### config.mk
export PLATFORM = sky130hd
export DESIGN_NAME = l1c_mem_arbiter_flat
export DESIGN_NICKNAME = d
export VERILOG_FILES = /design/src/rtl/l1c_mem_arbiter_if.sv /design/src/rtl/l1c_mem_arbiter.sv /design/src/flat_wrapper.sv
export SDC_FILE = /design/constraint.sdc
export NUM_CORES = 1
export LEC_CHECK = 0
export BUFFER_PORTS_ARGS = -buffer_cell sky130_fd_sc_hd__buf_4
export CAP_MARGIN = 10
export CORE_MARGIN = 3
export CORE_UTILIZATION = 48
export CTS_BUF_LIST = sky130_fd_sc_hd__clkbuf_4
export DETAILED_ROUTE_END_ITERATION = 12
export PLACE_DENSITY_LB_ADDON = 0.05
export SETUP_SLACK_MARGIN = 0.5
export SLEW_MARGIN = 20
export SYNTH_ARGS = -nofsm -noshare
export SYNTH_HDL_FRONTEND = slang
export SYNTH_SLANG_ARGS = --single-unit
### constraint.sdc
create_clock -name clk -period 3.15 [get_ports clk]
set_clock_uncertainty 0.2 [all_clocks]
set_input_delay 0.63 -clock clk [delete_from_list [all_inputs] [get_ports clk]]
set_output_delay 0.63 -clock clk [all_outputs]
set_load 0.01 [all_outputs]
### src/rtl/l1c_mem_arbiter_if.sv
// Signal bundle between the two L1 caches, the shared CPU-wrapper memory port
// and the arbiter that multiplexes them.
interface l1c_mem_arbiter_if;
    logic        I_req;
    logic [31:0] I_addr;
    logic        D_req;
    logic        D_write;
    logic [31:0] D_addr;
    logic [31:0] D_in;
    logic [2:0]  D_type;
    logic        RVALID;
    logic        RLAST;
    logic        BVALID;
    logic        BREADY;
    logic        M_req;
    logic        M_write;
    logic [31:0] M_addr;
    logic [31:0] M_in;
    logic [2:0]  M_type;
    logic        I_RVALID;
    logic        I_RLAST;
    logic        D_RVALID;
    logic        D_RLAST;
    logic        D_BVALID;
    logic        I_busy;
    logic [1:0]  grant;
    logic        proto_err;

    // Arbiter side
    modport slave (
        input  I_req, I_addr, D_req, D_write, D_addr, D_in, D_type,
        input  RVALID, RLAST, BVALID, BREADY,
        output M_req, M_write, M_addr, M_in, M_type,
        output I_RVALID, I_RLAST, D_RVALID, D_RLAST, D_BVALID,
        output I_busy, grant, proto_err
    );

    // Requester / memory-model side
    modport master (
        output I_req, I_addr, D_req, D_write, D_addr, D_in, D_type,
        output RVALID, RLAST, BVALID, BREADY,
        input  M_req, M_write, M_addr, M_in, M_type,
        input  I_RVALID, I_RLAST, D_RVALID, D_RLAST, D_BVALID,
        input  I_busy, grant, proto_err
    );
endinterface

### src/rtl/l1c_mem_arbiter.sv
// Two-requester arbiter for the shared memory port: I-cache reads vs D-cache
// reads/writes, one grant at a time, held until the transaction completes.
module l1c_mem_arbiter #(
    parameter int MAX_BEATS = 4,
    parameter bit RR_EN     = 1'b1
) (
    input  logic               clk,
    input  logic               rst,
    l1c_mem_arbiter_if.slave   bus
);
    localparam int CNT_W = $clog2(MAX_BEATS) + 1;

    typedef enum logic [1:0] {IDLE, GRANT_I, GRANT_D, RELEASE} state_t;

    state_t             r_state;
    state_t             w_state_next;
    logic               r_last_grant;   // 0 = I, 1 = D
    logic [31:0]        r_addr;
    logic               r_write;
    logic [31:0]        r_in;
    logic [2:0]         r_type;
    logic [CNT_W-1:0]   r_beat_cnt;
    logic               r_proto_err;

    logic               w_i_pend;
    logic               w_d_pend;
    logic               w_win_i;
    logic               w_win_d;
    logic               w_granted;
    logic               w_done;
    logic               w_read_beat;
    logic [1:0]         w_grant;

    assign w_i_pend = bus.I_req;
    assign w_d_pend = bus.D_req | bus.D_write;

    // Winner selection only matters in IDLE; on a tie round-robin picks the
    // side that did not win last time.
    always_comb begin
        w_win_i = 1'b0;
        w_win_d = 1'b0;
        if (r_state == IDLE) begin
            if (w_i_pend && w_d_pend) begin
                w_win_d = RR_EN ? (r_last_grant == 1'b0) : 1'b1;
                w_win_i = ~w_win_d;
            end else begin
                w_win_i = w_i_pend;
                w_win_d = w_d_pend;
            end
        end
    end

    assign w_granted   = (r_state == GRANT_I) || (r_state == GRANT_D);
    assign w_read_beat = w_granted && !r_write && bus.RVALID;
    assign w_done      = w_granted && (r_write ? (bus.BVALID && bus.BREADY)
                                               : (bus.RVALID && bus.RLAST));

    always_comb begin
        w_state_next = r_state;
        case (r_state)
            IDLE: begin
                if (w_win_d)      w_state_next = GRANT_D;
                else if (w_win_i) w_state_next = GRANT_I;
            end
            GRANT_I, GRANT_D: begin
                if (w_done) w_state_next = RELEASE;
            end
            RELEASE: w_state_next = IDLE;
            default: w_state_next = IDLE;
        endcase
    end

    always_ff @(posedge clk or posedge rst) begin
        if (rst) begin
            r_state      <= IDLE;
            r_last_grant <= 1'b0;
            r_addr       <= '0;
            r_write      <= 1'b0;
            r_in         <= '0;
            r_type       <= '0;
            r_beat_cnt   <= '0;
            r_proto_err  <= 1'b0;
        end else begin
            r_state <= w_state_next;
            if (w_win_d) begin
                r_last_grant <= 1'b1;
                r_addr       <= bus.D_addr;
                r_write      <= bus.D_write;
                r_in         <= bus.D_in;
                r_type       <= bus.D_type;
            end else if (w_win_i) begin
                r_last_grant <= 1'b0;
                r_addr       <= bus.I_addr;
                r_write      <= 1'b0;
                r_in         <= '0;
                r_type       <= '0;
            end
            // Counter saturates at MAX_BEATS so every further stray beat is still flagged.
            if (r_state == RELEASE) begin
                r_beat_cnt <= '0;
            end else if (w_read_beat && (r_beat_cnt != CNT_W'(MAX_BEATS))) begin
                r_beat_cnt <= r_beat_cnt + 1'b1;
            end
            if (w_read_beat && !bus.RLAST && (r_beat_cnt == CNT_W'(MAX_BEATS))) begin
                r_proto_err <= 1'b1;
            end
        end
    end

    assign w_grant = {(r_state == GRANT_D), (r_state == GRANT_I)};

    assign bus.grant     = w_grant;
    assign bus.M_req     = w_granted && !r_write;
    assign bus.M_write   = w_granted && r_write;
    assign bus.M_addr    = w_granted ? r_addr : 32'h0;
    assign bus.M_in      = w_granted ? r_in   : 32'h0;
    assign bus.M_type    = w_granted ? r_type : 3'h0;
    assign bus.I_RVALID  = bus.RVALID & w_grant[0];
    assign bus.I_RLAST   = bus.RLAST  & w_grant[0];
    assign bus.D_RVALID  = bus.RVALID & w_grant[1];
    assign bus.D_RLAST   = bus.RLAST  & w_grant[1];
    assign bus.D_BVALID  = bus.BVALID & bus.BREADY & w_grant[1];
    assign bus.I_busy    = w_grant[0] | w_win_i;
    assign bus.proto_err = r_proto_err;
endmodule

### src/flat_wrapper.sv
// flat-port wrapper written by rule: the top's interface ports become plain ports
module l1c_mem_arbiter_flat 
#(
    parameter int MAX_BEATS = 4,
    parameter bit RR_EN     = 1'b1
)
  (clk, rst, bus_I_req, bus_I_addr, bus_D_req, bus_D_write, bus_D_addr, bus_D_in, bus_D_type, bus_RVALID, bus_RLAST, bus_BVALID, bus_BREADY, bus_M_req, bus_M_write, bus_M_addr, bus_M_in, bus_M_type, bus_I_RVALID, bus_I_RLAST, bus_D_RVALID, bus_D_RLAST, bus_D_BVALID, bus_I_busy, bus_grant, bus_proto_err);
  l1c_mem_arbiter_if bus_i ();
  input  logic clk;
  input  logic rst;
  input wire logic [$bits(bus_i.I_req)-1:0] bus_I_req;
  input wire logic [$bits(bus_i.I_addr)-1:0] bus_I_addr;
  input wire logic [$bits(bus_i.D_req)-1:0] bus_D_req;
  input wire logic [$bits(bus_i.D_write)-1:0] bus_D_write;
  input wire logic [$bits(bus_i.D_addr)-1:0] bus_D_addr;
  input wire logic [$bits(bus_i.D_in)-1:0] bus_D_in;
  input wire logic [$bits(bus_i.D_type)-1:0] bus_D_type;
  input wire logic [$bits(bus_i.RVALID)-1:0] bus_RVALID;
  input wire logic [$bits(bus_i.RLAST)-1:0] bus_RLAST;
  input wire logic [$bits(bus_i.BVALID)-1:0] bus_BVALID;
  input wire logic [$bits(bus_i.BREADY)-1:0] bus_BREADY;
  output wire logic [$bits(bus_i.M_req)-1:0] bus_M_req;
  output wire logic [$bits(bus_i.M_write)-1:0] bus_M_write;
  output wire logic [$bits(bus_i.M_addr)-1:0] bus_M_addr;
  output wire logic [$bits(bus_i.M_in)-1:0] bus_M_in;
  output wire logic [$bits(bus_i.M_type)-1:0] bus_M_type;
  output wire logic [$bits(bus_i.I_RVALID)-1:0] bus_I_RVALID;
  output wire logic [$bits(bus_i.I_RLAST)-1:0] bus_I_RLAST;
  output wire logic [$bits(bus_i.D_RVALID)-1:0] bus_D_RVALID;
  output wire logic [$bits(bus_i.D_RLAST)-1:0] bus_D_RLAST;
  output wire logic [$bits(bus_i.D_BVALID)-1:0] bus_D_BVALID;
  output wire logic [$bits(bus_i.I_busy)-1:0] bus_I_busy;
  output wire logic [$bits(bus_i.grant)-1:0] bus_grant;
  output wire logic [$bits(bus_i.proto_err)-1:0] bus_proto_err;
  assign bus_i.I_req = bus_I_req;
  assign bus_i.I_addr = bus_I_addr;
  assign bus_i.D_req = bus_D_req;
  assign bus_i.D_write = bus_D_write;
  assign bus_i.D_addr = bus_D_addr;
  assign bus_i.D_in = bus_D_in;
  assign bus_i.D_type = bus_D_type;
  assign bus_i.RVALID = bus_RVALID;
  assign bus_i.RLAST = bus_RLAST;
  assign bus_i.BVALID = bus_BVALID;
  assign bus_i.BREADY = bus_BREADY;
  assign bus_M_req = bus_i.M_req;
  assign bus_M_write = bus_i.M_write;
  assign bus_M_addr = bus_i.M_addr;
  assign bus_M_in = bus_i.M_in;
  assign bus_M_type = bus_i.M_type;
  assign bus_I_RVALID = bus_i.I_RVALID;
  assign bus_I_RLAST = bus_i.I_RLAST;
  assign bus_D_RVALID = bus_i.D_RVALID;
  assign bus_D_RLAST = bus_i.D_RLAST;
  assign bus_D_BVALID = bus_i.D_BVALID;
  assign bus_I_busy = bus_i.I_busy;
  assign bus_grant = bus_i.grant;
  assign bus_proto_err = bus_i.proto_err;
  l1c_mem_arbiter #(.MAX_BEATS(MAX_BEATS), .RR_EN(RR_EN)) u_core (.clk(clk), .rst(rst), .bus(bus_i));
endmodule
Yosys cells after proc, flatten, opt, wreduce, memory -nomap -nowiden
Index checks and enable logic that the tools add are counted.

cells by class
  $add $sub $neg = 1
  equal/unequal tests = 7
  multiplexer cells = 23
  bitwise gates (word level) = 9
  reductions and logical operators = 18

operators with widths
  operator                                                                count
  32-bit two-way mux                                                      6
  3-bit two-way mux                                                       5
  1-bit logical AND                                                       10
  1-bit two-way mux                                                       8
  1-bit AND                                                               6
  2-bit two-way mux                                                       3
  2-bit case mux with 3 select lines                                      1
  2-bit equality test (second input constant)                             2
  2-bit nonzero test                                                      2
  3-bit by 1-bit adder with 3-bit output (second input constant)          1
  3-bit equality test (second input constant)                             1
  3-bit by 1-bit != test with 1-bit output (second input constant)        1
  3-bit != test (second input constant)                                   1
  2-bit by 1-bit equality test with 1-bit output (second input constant)  1
  1-bit logical NOT                                                       2
  2-bit logical NOT                                                       1
  2-bit by 1-bit != test with 1-bit output (second input constant)        1
  1-bit OR                                                                2
  2-bit AND reduction                                                     1
  2-bit OR reduction                                                      1
  1-bit logical OR                                                        1
  1-bit inverter                                                          1

storage, ports and cells
  flip-flop bits (word level) = 75
  bits of input ports = 108
  output and inout bits = 78
  logic and storage cells = 66

Longest topological paths before layout
  depth after elaboration = 7
  mapped depth = 7

Worst setup path before layout
OpenSTA, ideal clock, no wires.

  path kind = register to output
  start = reg u_core.r_state[0]
  end = out bus_M_addr[25]
  arrival = 1.466 ns
  data required time = 2.320 ns
  setup slack = 0.854 ns
  cell stages (with the launch flop) = 7
  cell sequence = dfrtp_1 -> inv_1 -> ha_1 -> buf_2 -> clkbuf_1 -> clkbuf_1 -> and2_1

between the ends
  word-level cells in the longest chain between the ends = 3
  elaborated cells on any way between the ends = 4
  classes of those cells = eq/ne: 2; mux: 1; reduce/logical: 1

RTL lines
  item                                                                                   line                    source
  start, declared                                                                        l1c_mem_arbiter.sv:15   state_t r_state;
  start signal, assigned                                                                 l1c_mem_arbiter.sv:84   r_state <= w_state_next;
  2-bit by 1-bit equality test with 1-bit output or 2-bit equality test (tied branches)  l1c_mem_arbiter.sv:53   assign w_granted = (r_state == GRANT_I) || (r_state == GRANT_D);
  1-bit logical OR *                                                                     l1c_mem_arbiter.sv:53
  32-bit two-way mux *                                                                   l1c_mem_arbiter.sv:115  assign bus.M_addr = w_granted ? r_addr : 32'h0;
  end, declared                                                                          flat_wrapper.sv:24      output wire logic [$bits(bus_i.M_addr)-1:0] bus_M_addr;

Mark *: on every way between the ends. The rest lies on a longest branch, timed or not.

Final worst setup path
  start = reg u_core.r_state[0]
  end = out bus_M_addr[5]

The elaborated chain is that of the path after synthesis.

==> flow_results.org <==
** Status
- Run status :: completed

** Power and ir drop
- Clock group share of total power :: 10.4%
- Sequential share of power :: a little over a quarter
- Summed over all nets, the switching power comes to roughly 2.5 mW.
- Of the total power, combinational logic draws a little over three fifths.
- Power spread over the standard cell area amounts to ~1100 nW/µm².
- Tot Pwr :: between 6 and 7 mW
- Leakage power :: approximately 2.7 nW
- VDD IR max :: between 0.5 and 0.6 mV
- Switching share of total power :: a little over 40%
- Design internal power :: 3.58 mW

** Detailed routing
- After detailed routing, the average wire length per cell comes to between 15 and 20 µm.
- After detailed routing, the total wire length is ~12 mm.
- DRT Pass-1 Iters :: 5
- The final route contains 3741 vias.
- Using the TritonRoute via totals, the vias-per-cell ratio works out to approximately 5.5.
- The count of nets left with antenna violations once routing finished came out at 0.
- The first routing iteration left between 200 and 250 violations.
- DRC violation count after routing :: 0

** Finish
- Compared with the post-synthesis result, the final layout area differs by 44.4%.
- The repair_antennas step left the layout with diodes totalling 0.
- Cells with a size suffix above 1 make up 39.6% of the layout.
- The library cell used most frequently in the layout, excluding fill and tap cells, is sky130_fd_sc_hd__buf_4.
- The final layout contains 686 nets.
- The filler cells instantiated in the layout total 590.
- Leaving out fill and tap cells, the most frequent cells in the layout are sky130_fd_sc_hd__buf_4, sky130_fd_sc_hd__dfrtp_1, sky130_fd_sc_hd__and2_1, sky130_fd_sc_hd__a22o_1, sky130_fd_sc_hd__a21oi_1.

** Timing
- Final Hold Violating Endpoints :: 0
- In the final timing run, aggregate negative setup slack is 0 ps.
- Highest clock frequency the design can meet :: slightly below 0.4 GHz
- Count of final max-slew check failures :: 0
- Setup violations remaining at the end of the flow were counted as 0.
- For the pin with the worst max-slew slack, the measured transition is about 880 ps.
- Final period utilization :: 81.3%
- The worst path in the final design needs a cycle of between 2000 and 3000 ps, including I/O delays and setup.
- Setup repair after global routing missed its margin :: no
- Headroom to the max-slew limit :: approximately two fifths

** CTS
- Number of buffers created by CTS :: 9
- The clock reaches the later pin of the worst-skew pair after just over 400 ps.
- The tree is rooted in a sky130_fd_sc_hd__clkbuf_4.
- TritonCTS built the clock tree.
- In this run the number of H-tree levels came out at 3.
- Clock-pin slew was measured on the worst setup and hold paths at 130 ps.
- Sinks on Clock Net :: 75
- The clock passes through at most 2 buffers.
- Total of hold buffers inserted after clock tree synthesis :: 0

** Floorplanning
- For this configuration, the core starts out at a cell density of between 40% and 50%.
- From left edge to right edge, the die measures approximately 96 µm.
- Area of the core :: 7770 µm²
- Boundary pin count :: 186
- After floorplanning, the core was divided into 32 placement rows.
- The die covers around 9100 µm².
- The floorplan step set the die height to approximately 96 µm.

** Yosys
- Share of synthesized cell area in full adder, half adder and majority cells :: 2.27%
- The portion of synthesized area spent on multiplexers is less than 1%.
- For this run, the number of Yosys warnings is 0.
- Sequential fraction of the synthesis area :: about half
- Synthesized-area fraction occupied by ao, oa, aoi and oai cells :: 25.9%
- Combinational family with the most area after synthesis :: compound AO/OA/AOI/OAI gates
- Flop and latch count out of synthesis :: 75
- Syn Inst Count :: around 400
- Post-synthesis xor/xnor area fraction :: 0%
- Area fraction in and, or, nand and nor cells after synthesis :: about 17%
- Post-synthesis instance area :: between 3000 and 4000 µm²
- Cell variety after synth :: 33
- Synth Net Count :: slightly above 500
- A synthesized cell averages 9.70 µm².

** Worst hold path
- In this run the worst hold path is classified as primary input to async pin.

** Place
- Global placer's final weighted congestion :: between 0.8 and 0.9
- DP HPWL :: roughly 7.8 mm
- Buffers on Ports :: 185

** Setup path
- STA classifies the critical path endpoint as an output port.
- The largest individual stage delay along the critical path comes from the cell sky130_fd_sc_hd__dfrtp_1.
- Max incr delay on CP :: around 430 ps
- Walking the worst path, the cells encountered are inv_2 > ha_4 > buf_8 > and2_1 > buf_4.
- Required time reported for the critical path endpoint :: 2320 ps
- STA classifies the critical path startpoint as a flop.
- Worst path arrival time :: 1730 ps
- Biggest fanout along the worst timing path :: 28
- Type of the worst setup path :: flop to output port

** GRT
- Global routing usage summed across all routing layers :: about a quarter
- Vias in the first global route :: between 3000 and 4000
- The first global-routing pass estimated 17.0 mm of wire.
- Maximum number of pins on one net before global-route repair :: 46
- The number of antenna violations at the first check in global routing was 0.
- Global-route congestion overflow total :: 0

** Job
- Across the run, the number of max-cap violations was 0.
-- power groups by stage --
stage / combinational (mW) / clock, mW / sequential, mW
after CTS: 3.70 / 0.643 / 1.62
after detailed placement: 3.61 / 0 / 1.63
after floorplan: 2.13 / 0 / 1.57
after global placement: 3.55 / 0 / 1.62
final: 3.86 / 0.637 / 1.63
after global routing: 4.19 / 0.684 / 1.67
-- final cells by class --
type | instances | area [µm²] | area share (%)
clock buffers | 9 | 67.6 | 1.21
clock inverters | 7 | 81.3 | 1.46
inverters | 8 | 33.8 | 0.607
multi-input cells | 277 | 1800 | 32.3
flip-flops and latches | 75 | 1880 | 33.7
well taps | 102 | 128 | 2.29
repair buffers | 200 | 1580 | 28.3
-- cells in the mapped netlist (all sizes together) --
cell | count | area [µm²]
a21o | 1 | 7.51
a21oi | 35 | 175
a221oi | 1 | 15.0
a22o | 36 | 315
a2bb2oi | 1 | 15.0
a31o | 1 | 8.76
a31oi | 34 | 213
and2 | 73 | 457
and3 | 1 | 6.26
and3b | 1 | 8.76
buf | 21 | 114
clkbuf | 16 | 60.1
dfrtp | 75 | 1880
ha | 7 | 87.6
inv | 8 | 30.0
mux2 | 1 | 11.3
mux2i | 1 | 10.0
nand2 | 3 | 11.3
nand3 | 2 | 10.0
nand3b | 1 | 7.51
nor2 | 34 | 135
nor2b | 2 | 12.5
nor4b | 1 | 8.76
o21ai | 34 | 170
o21bai | 1 | 7.51
o2bb2ai | 1 | 27.5
o31a | 1 | 8.76
o31ai | 3 | 36.3
or3 | 1 | 6.26
-- registers in the layout, indices dropped and copies added, names as in the netlist --
register,count
u_core.r_in,32
u_core.r_last_grant,1
u_core.r_state,2
u_core.r_addr,32
u_core.bus.proto_err,1
u_core.r_type,3
u_core.r_beat_cnt,3
u_core.r_write,1
-- cell families (layout without fill, tap and decap cells) --
group | Yosys count | after routing
multiplexers | 2 | 2
AND/OR/NAND/NOR | 119 | 119
adder cells (fa/ha/maj) | 7 | 7
flip-flops | 75 | 75
buffers and inverters | 45 | 224
AO/OA/AOI/OAI | 149 | 149
-- critical path, delay by kind of cell (launching register included) --
kind                     cells  cell delay, ps
flip-flops                   1             430
AND/OR/NAND/NOR              1             180
buffers and inverters        3             450
adder cells (fa/ha/maj)      1             250
-- final timing paths --
check | startpoint | end | slack [ps] | cells past startpoint
worst max-delay path | u_core.r_state[0]$_DFFE_PP0P_ | bus_M_addr[5] | 590 | 5
worst min-delay path | rst | u_core.r_beat_cnt[0]$_DFFE_PP0P_ | 110 | 2
worst max register to register | u_core.r_state[0]$_DFFE_PP0P_ | u_core.r_in[23]$_DFFE_PP0P_ | 840 | 6
worst min register to register | u_core.bus.proto_err$_DFFE_PP0P_ | u_core.bus.proto_err$_DFFE_PP0P_ | 310 | 2
max in group asynchronous | rst | u_core.r_addr[8]$_DFFE_PP0P_ | 1990 | 3
min in group clk | bus_RLAST | u_core.bus.proto_err$_DFFE_PP0P_ | 200 | 2
-- per-stage QoR --
stage                     instances  util, %  area, µm²  hold slack, ps  worst slack, ps
after floorplan                 397        -       3860             258              854
after global placement          659     68.6       5330             254              816
after detailed placement        659     68.6       5330             263              720
after CTS                       676     70.9       5500             124              470
after global routing            678     71.6       5560             128              508
final                           678     71.6       5560             113              589
-- routing by layer --
layer | track usage (%) | wire length, µm
met5 | 0 | 0
met4 | 6.16 | 82
met3 | 6.00 | 851
met1 | 31.8 | 4930
met2 | 38.4 | 5790
-- timing repair --
action	4_1_cts	5_1_grt
buffers inserted	1	1
setup endpoints to repair	62	70
endpoints found under the hold margin	0	0
resized for setup	6	6
gates cloned	0	1
Note: power is estimated with default switching activity, not from simulation.
